$ cat src/rtl/router_pkg.sv
// Shared types and constants for the output-drain arbiter.
// State encoding, port count, header length-field bounds and watchdog default.
package router_pkg;

    typedef enum logic [1:0] {
        ST_IDLE = 2'd0,
        ST_HEAD = 2'd1,
        ST_BODY = 2'd2
    } state_t;

    localparam int NUM_PORTS = 3;

    // Length field inside the header byte.
    localparam int LEN_HI = 7;
    localparam int LEN_LO = 2;
    localparam int LEN_W  = LEN_HI - LEN_LO + 1;
    // One extra bit so that length + parity never overflows.
    localparam int CNT_W  = LEN_W + 1;

    localparam int WD_LIMIT_DEFAULT = 30;

    localparam logic [NUM_PORTS-1:0] PORT_ONE       = NUM_PORTS'(1);
    localparam logic [NUM_PORTS-1:0] LAST_GRANT_RST = {1'b1, {(NUM_PORTS-1){1'b0}}};

endpackage

$ cat src/rtl/router_rr_pick.sv
// Combinational round-robin selector: first requester strictly after the
// one-hot 'last' position, wrapping to the lowest index.
module router_rr_pick
    import router_pkg::*;
(
    input  logic [NUM_PORTS-1:0] request,
    input  logic [NUM_PORTS-1:0] last,
    output logic [NUM_PORTS-1:0] pick
);

    logic [NUM_PORTS-1:0] upper_mask;
    logic [NUM_PORTS-1:0] req_hi;
    logic [NUM_PORTS-1:0] hi_first;
    logic [NUM_PORTS-1:0] any_first;

    // Bits above the last owner; empty when last is the top port, which wraps.
    assign upper_mask = ~(last | (last - PORT_ONE));
    assign req_hi     = request & upper_mask;
    assign hi_first   = req_hi & (~req_hi + PORT_ONE);
    assign any_first  = request & (~request + PORT_ONE);
    assign pick       = (req_hi != '0) ? hi_first : any_first;

endmodule

$ cat src/rtl/router_drain_arbiter.sv
// Drains three output FIFOs onto one shared byte bus, one packet at a time.
// Optional stall watchdog enabled by defining ROUTER_ARB_WATCHDOG_EN.
module router_drain_arbiter
    import router_pkg::*;
#(
    parameter int DATA_W   = 8,
    parameter int WD_LIMIT = WD_LIMIT_DEFAULT
) (
    input  logic                 clock,
    input  logic                 resetn,
    input  logic [NUM_PORTS-1:0] fifo_empty,
    input  logic [DATA_W-1:0]    dout_0,
    input  logic [DATA_W-1:0]    dout_1,
    input  logic [DATA_W-1:0]    dout_2,
    input  logic                 out_ready,
    output logic [NUM_PORTS-1:0] read_enb,
    output logic [NUM_PORTS-1:0] grant,
    output logic [DATA_W-1:0]    data_out,
    output logic                 out_valid,
    output logic                 busy,
    output logic [NUM_PORTS-1:0] soft_reset
);

    if (WD_LIMIT < 2 || DATA_W < LEN_HI + 1) begin : g_bad_cfg
        $error("router_drain_arbiter: WD_LIMIT must be >= 2 and DATA_W must hold the length field");
    end

    state_t               state_q, state_d;
    logic [NUM_PORTS-1:0] grant_q, grant_d;
    logic [NUM_PORTS-1:0] last_grant_q, last_grant_d;
    logic [NUM_PORTS-1:0] out_grant_q, out_grant_d;
    logic [CNT_W-1:0]     count_q, count_d;
    logic                 hdr_pend_q, hdr_pend_d;
    logic                 out_valid_q, out_valid_d;

    logic                 in_packet;
    logic                 fire;
    logic                 abort;
    logic [NUM_PORTS-1:0] pick;
    logic [CNT_W-1:0]     count_eff;
    logic [LEN_W-1:0]     len_field;
    logic [DATA_W-1:0]    out_mux;

    logic [DATA_W-1:0]    dout_arr  [NUM_PORTS];
    logic [DATA_W-1:0]    out_terms [NUM_PORTS];
    logic [LEN_W-1:0]     len_terms [NUM_PORTS];

    assign dout_arr[0] = dout_0;
    assign dout_arr[1] = dout_1;
    assign dout_arr[2] = dout_2;

    for (genvar gi = 0; gi < NUM_PORTS; gi++) begin : g_port
        assign out_terms[gi] = out_grant_q[gi] ? dout_arr[gi] : '0;
        assign len_terms[gi] = grant_q[gi] ? dout_arr[gi][LEN_HI:LEN_LO] : '0;
    end

    always_comb begin
        out_mux   = '0;
        len_field = '0;
        for (int i = 0; i < NUM_PORTS; i++) begin
            out_mux   = out_mux | out_terms[i];
            len_field = len_field | len_terms[i];
        end
    end

    router_rr_pick u_pick (
        .request (~fifo_empty),
        .last    (last_grant_q),
        .pick    (pick)
    );

    assign in_packet = (state_q == ST_HEAD) || (state_q == ST_BODY);
    assign fire      = in_packet && out_ready && ((grant_q & ~fifo_empty) != '0);
    assign read_enb  = fire ? grant_q : '0;

    // The header byte is on dout only in the first BODY cycle, so the count is
    // taken straight from it there and the body may read in that same cycle.
    assign count_eff = hdr_pend_q ? (CNT_W'(len_field) + CNT_W'(1)) : count_q;

`ifdef ROUTER_ARB_WATCHDOG_EN
    localparam int WD_W = $clog2(WD_LIMIT + 1);

    logic [WD_W-1:0] wd_q, wd_d;

    assign abort      = in_packet && !fire && (wd_q == WD_W'(WD_LIMIT - 1));
    assign soft_reset = abort ? grant_q : '0;

    always_comb begin
        wd_d = '0;
        if (in_packet && !fire && !abort) begin
            wd_d = wd_q + WD_W'(1);
        end
    end

    always_ff @(posedge clock) begin
        if (!resetn) begin
            wd_q <= '0;
        end else begin
            wd_q <= wd_d;
        end
    end
`else
    assign abort      = 1'b0;
    assign soft_reset = '0;
`endif

    always_comb begin
        state_d      = state_q;
        grant_d      = grant_q;
        last_grant_d = last_grant_q;
        count_d      = count_q;
        hdr_pend_d   = hdr_pend_q;
        out_valid_d  = fire;
        out_grant_d  = fire ? grant_q : out_grant_q;

        case (state_q)
            ST_IDLE: begin
                if (fifo_empty != '1) begin
                    grant_d = pick;
                    state_d = ST_HEAD;
                end
            end
            ST_HEAD: begin
                if (fire) begin
                    state_d    = ST_BODY;
                    hdr_pend_d = 1'b1;
                end
            end
            ST_BODY: begin
                hdr_pend_d = 1'b0;
                count_d    = count_eff - CNT_W'(fire);
                if (fire && (count_eff == CNT_W'(1))) begin
                    state_d      = ST_IDLE;
                    grant_d      = '0;
                    last_grant_d = grant_q;
                end
            end
            default: begin
                state_d = ST_IDLE;
                grant_d = '0;
            end
        endcase

        if (abort) begin
            state_d      = ST_IDLE;
            grant_d      = '0;
            last_grant_d = grant_q;
            count_d      = '0;
            hdr_pend_d   = 1'b0;
        end
    end

    always_ff @(posedge clock) begin
        if (!resetn) begin
            state_q      <= ST_IDLE;
            grant_q      <= '0;
            last_grant_q <= LAST_GRANT_RST;
            out_grant_q  <= '0;
            count_q      <= '0;
            hdr_pend_q   <= 1'b0;
            out_valid_q  <= 1'b0;
        end else begin
            state_q      <= state_d;
            grant_q      <= grant_d;
            last_grant_q <= last_grant_d;
            out_grant_q  <= out_grant_d;
            count_q      <= count_d;
            hdr_pend_q   <= hdr_pend_d;
            out_valid_q  <= out_valid_d;
        end
    end

    assign grant     = grant_q;
    assign out_valid = out_valid_q;
    assign data_out  = out_valid_q ? out_mux : '0;
    // Busy also covers the cycle that presents the last byte.
    assign busy      = in_packet || out_valid_q;

endmodule

$ cat config.mk
export PLATFORM = sky130hd
export DESIGN_NAME = router_drain_arbiter
export DESIGN_NICKNAME = d
export VERILOG_FILES = /design/src/rtl/router_pkg.sv /design/src/rtl/router_rr_pick.sv /design/src/rtl/router_drain_arbiter.sv
export SDC_FILE = /design/constraint.sdc
export NUM_CORES = 1
export LEC_CHECK = 0
export CORE_MARGIN = 2
export CORE_UTILIZATION = 45
export CTS_CLUSTER_SIZE = 14
export DETAILED_ROUTE_END_ITERATION = 10
export GPL_TIMING_DRIVEN = 0
export PLACE_DENSITY = 0.88
export SYNTH_ARGS = -nofsm -noshare
export SYNTH_HDL_FRONTEND = slang
export SYNTH_SLANG_ARGS = --single-unit
$ cat constraint.sdc
create_clock -name clock -period 5.5 [get_ports clock]
set_clock_uncertainty 0.2 [all_clocks]
set_input_delay 0.825 -clock clock [delete_from_list [all_inputs] [get_ports clock]]
set_output_delay 0.825 -clock clock [all_outputs]
set_load 0.02 [all_outputs]
; After elaboration in Yosys (flattened, before gate mapping)
; Index checks and enable logic that the tools add are counted.
[totals]
register_bits = 20
elab_cells = 65
out_inout_bits = 19
in_bits = 30
[op_classes]
n_mux = 19
n_reduce_logical = 13
n_addsub = 5
bitwise = 14
n_eq_ne = 7
[op_table]
columns = op, n
row1 = two-way mux 8 bit, 4
row2 = two-way mux 6 bit, 3
row3 = bitwise OR 8 bit, 2
row4 = AND 3 bit, 4
row5 = two-way mux 3 bit, 4
row6 = NOT 3 bit, 4
row7 = bitwise OR 6 bit, 2
row8 = case mux 3 bit (3 select lines), 1
row9 = adder 6 x 1 -> 7 bit (second input constant), 1
row10 = == test 7 x 1 -> 1 bit (second input constant), 1
row11 = two-way mux 7 bit, 1
row12 = subtractor 7 x 1 -> 7 bit, 1
row13 = adder 3 x 1 -> 3 bit (second input constant), 2
row14 = two-way mux 2 bit, 3
row15 = case mux 2 bit (3 select lines), 1
row16 = AND reduction 3 bit, 2
row17 = nonzero test 3 bit, 2
row18 = != test 2 bit (second input constant), 2
row19 = AND reduction 2 bit, 2
row20 = logical AND 1 bit, 3
row21 = != test 3 bit (second input constant), 1
row22 = bitwise OR 3 bit, 1
row23 = subtractor 3 x 1 -> 3 bit (second input constant), 1
row24 = == test 2 x 1 -> 1 bit (second input constant), 1
row25 = 8 further kinds, 9

; Depth between registers and ports, before layout
[logic_depth]
ltp_word = 10
ltp_mapped = 12

; By module
; Synthesis repeated with hierarchy kept, for this count alone.
[hier_totals]
cells_unflattened = 202
hier_area_um2 = 1672.9
[modules_own_cells]
columns = module, seq_area_each_um2, cells_per_inst, instances, area_per_inst_um2
row1 = router_drain_arbiter, 400.4, 191, 1, 1606.5
row2 = router_rr_pick, 0.0, 11, 1, 66.3

; Worst setup path before layout
; Ideal clock, no wire load.
[synth_path]
path_kind = in2reg
from = input dout_0[2]
to = register last_grant_q[2]
t_arrival_ps = 3032
cell_stages = 11
setup_time_ps = 128
setup_slack_ps = 2139
n_path_buf = 1
required_ps = 5172
path_cell_list = a222oi_1 -> inv_1 -> ha_1 -> mux2i_1 -> o21ai_0 -> a21oi_2 -> nand4b_1 -> or4_1 -> buf_2 -> mux2i_1 -> nand2_1
[synth_via]
elab_chain_len = 8
[synth_rtl]
columns = element, line_no
row1 = "start, declared", router_drain_arbiter.sv:12  ; input logic [DATA_W-1:0] dout_0,
row2 = two-way mux 6 bit, router_drain_arbiter.sv:54  ; assign len_terms[gi] = grant_q[gi] ? dout_arr[gi][LEN_HI:LEN_LO] : '0;
row3 = bitwise OR 6 bit (2 in series), router_drain_arbiter.sv:62  ; len_field = len_field | len_terms[i];
row4 = adder 6 x 1 -> 7 bit, router_drain_arbiter.sv:78  ; assign count_eff = hdr_pend_q ? (CNT_W'(len_field) + CNT_W'(1)) : count_q;
row5 = two-way mux 7 bit, router_drain_arbiter.sv:78
row6 = == test 7 x 1 -> 1 bit, router_drain_arbiter.sv:132  ; if (fire && (count_eff == CNT_W'(1))) begin
row7 = logical AND 1 bit, router_drain_arbiter.sv:132
row8 = AND reduction 2 bit (no line), --
row9 = "end signal, assigned", router_drain_arbiter.sv:165  ; last_grant_q <= last_grant_d;
row10 = "end, declared", router_drain_arbiter.sv:30  ; logic [NUM_PORTS-1:0] last_grant_q, last_grant_d;
; Every way passes these cells.
; A chain may end at the register's enable or synchronous reset.

; Worst setup path after layout
; Same ends and word-level chain as after synthesis.

==> results.ini <==
[outcome]
status = finished clean

[critical_path]
crit_required_ps = 5500
arrival_ps = 3960
slowest_delay_ps = 700
slowest_stage = a222oi_1
critPathMostFrequentCell = mux2i_1
path_cells = clkdlybuf4s50_1 -> a222oi_1 -> inv_1 -> ha_1 -> mux2i_1 -> o21ai_0 -> a21oi_2 -> nand4b_1 -> or4_1 -> buf_2 -> mux2i_1 -> nand2_1
critical_path.max_fanout = 5
crit_type = in -> reg
critPathLaunchType = primary input
crit_path_end_kind = flop

[timing]
tns_ps = 0
maxSlewViolCount = 0
whs_ps = 280
maxSlewHeadroom_pct = 41.4
tightest_slew_ps = 879
fin_crit_sh_pct = 72.1
rsz0062_at_grt = false
hold_viol = 0
layout_setup_ws_ps = 1540
fmax_mhz = 252
period_needed_ps = 3960
setup_viol = 0

[floorplanning]
die_area_um2 = 3750
die_y_um = 61.2
ios = 49
row_count = 20
dieWidth_um = 61.2
core_area_um2 = 3080
initial_core_util_pct = 47.9

[detailed_routing]
wl_per_cell_um = 14.3
vias = 1496
drt-pass1-iter-count = 6
drtAntennaViolNets = 0
drtIter0Drc = 151
drc_errors = 0
avgViaCountPerCell = 5.58
wl_um = 3820

[global_route]
grt_pass1_vias = 1319
grt_pass1_wl_um = 5870
antenna_found_initial = 0
grt_overflow = 0
grt_max_degree = 13
grt_usage_pct = 20.5

[yosys]
synth_edf_count = 0
async_flop_share_pct = 0
syn_area_um2 = 1470
synth_flop_cell = dfxtp_1
ys_seq_elements = 20
synth.avg_cell_area_um2 = 8.52
yosys_warnings = 0
syn_inst = 173
synthDistinctLibCells = 42
ys_seq_area_share_pct = 27.2

[power]
ir_drop_uv = 152
power_density_nw_per_um2 = 216
leakagePower_uw = 0.000797

[cts]
ctsResizeCount = 0
cts_setup_buffers = 0
cts-hold-fix-buffers = 0
cts_tree = done
cts_buffers = 3
root_buffer = clkbuf_4
worstSkewPairLatency_ps = 310
cts.path.max_buffers = 2
cts_max_level = 1
clk_pin_slew_ps = 120
cts_sinks = 20

[finish]
synthToLayoutAreaGrowth_pct = 38.4
regArea_um2 = 400
diodes = 0
final_cells = 268
fin_nets = 261
fin_util_pct = 66.3
multiInputGateArea_um2 = 955
layout-drive-gt1-share_pct = 7.14
fillerInstances = 251

[placed_design]
pre_cts_ws_ps = 1280
gp_congestion = 0.914
dp.cells = 264
dp_hpwl_um = 2950
port_buffers = 45

[min_path]
hold_path.class = reg -> reg

[run]
maxCapViolations = 0

synthesized netlist by cell type, types with 5 or more instances:
cell / count / area share [%]
a222oi_1: 15 / 10
xnor2_1: 5 / 3.0
mux2i_1: 10 / 6.8
nor2b_1: 16 / 6.8
nand2_1: 12 / 3.1
and2_1: 6 / 2.5
inv_1: 11 / 2.8
nand3_1: 5 / 1.7
ha_1: 6 / 5.1
dfxtp_1: 20 / 27
clkbuf_1: 6 / 1.5
cell type report:
type                    instances  share of cell area (%)
clock inverters                 1                    1.47
plain buffers                  15                    4.17
flip-flops and latches         20                    19.6
clock buffers                   3                    1.10
well taps                      44                    2.70
inverters                      11                    2.02
multi-input cells             129                    46.8
repair buffers                 45                    22.1
metrics by stage:
step,cell area (µm²),total power [µW]
finish,2040,441
floorplan,1480,262
CTS,2040,444
global route,2040,466
detailed placement,1990,321
global placement,1990,318
per-layer routing:
layer  GRT usage [%]  routed length (µm)
met2            35.3                1780
met1            25.8                1650
met4            5.59                  37
met3            4.41                 364
met5               0                   0
power breakdown:
part	switching, µW	internal, µW
logic	81.6	79.4
clock network	48.2	73.7
registers	5.70	153
worst max-delay path, delay by kind of cell:
kind	cells	cell delay (ps)
compound gates	3	1080
fa+ha+maj	1	300
simple gates	3	700
buf+inv	3	690
mux	2	350
registers in the layout, indices dropped and copies added, names as in the netlist:
name          count
out_valid         1
count_q           7
last_grant_q      3
state_q           2
hdr_pend_q        1
grant             3
out_grant_q       3
layout by cell type (no fill, tap or decap), types with 3 or more instances in the layout:
master and instances:
ha_1 6, a222oi_1 15, clkbuf_1 6, conb_1 3
clkbuf_4 3, nand4_1 3, and2_1 6, nand2b_1 4
nand3_1 5, dfxtp_1 20, nor2b_1 16, o21a_1 3
mux2i_1 10, xnor2_1 5, nor2_1 4, or4_1 4
o21ai_1 3, clkdlybuf4s50_1 45, a31oi_1 3, nand2_1 12
o211a_1 3, buf_4 3, inv_1 11, nor3_1 4
path summary, 6_finish.rpt:
check	slack, ps	end	cells past startpoint	startpoint
hold reg to reg	280	last_grant_q[1]	2	last_grant_q[1]
hold / removal	280	last_grant_q[1]	2	last_grant_q[1]
setup / recovery	1540	last_grant_q[2]	12	dout_0[2]
setup reg to reg	2020	last_grant_q[2]	12	grant[0]
cell families after synthesis:
family          count (synthesis)  share of synthesized area, %
other cells                     1                         0.254
mux                            11                          7.56
simple gates                   63                          24.3
buf+inv                        26                          8.57
fa+ha+maj                       6                          5.09
compound gates                 40                          23.5
xor+xnor                        6                          3.57
flops                          20                          27.2
Power figures use the tool's default switching activity.
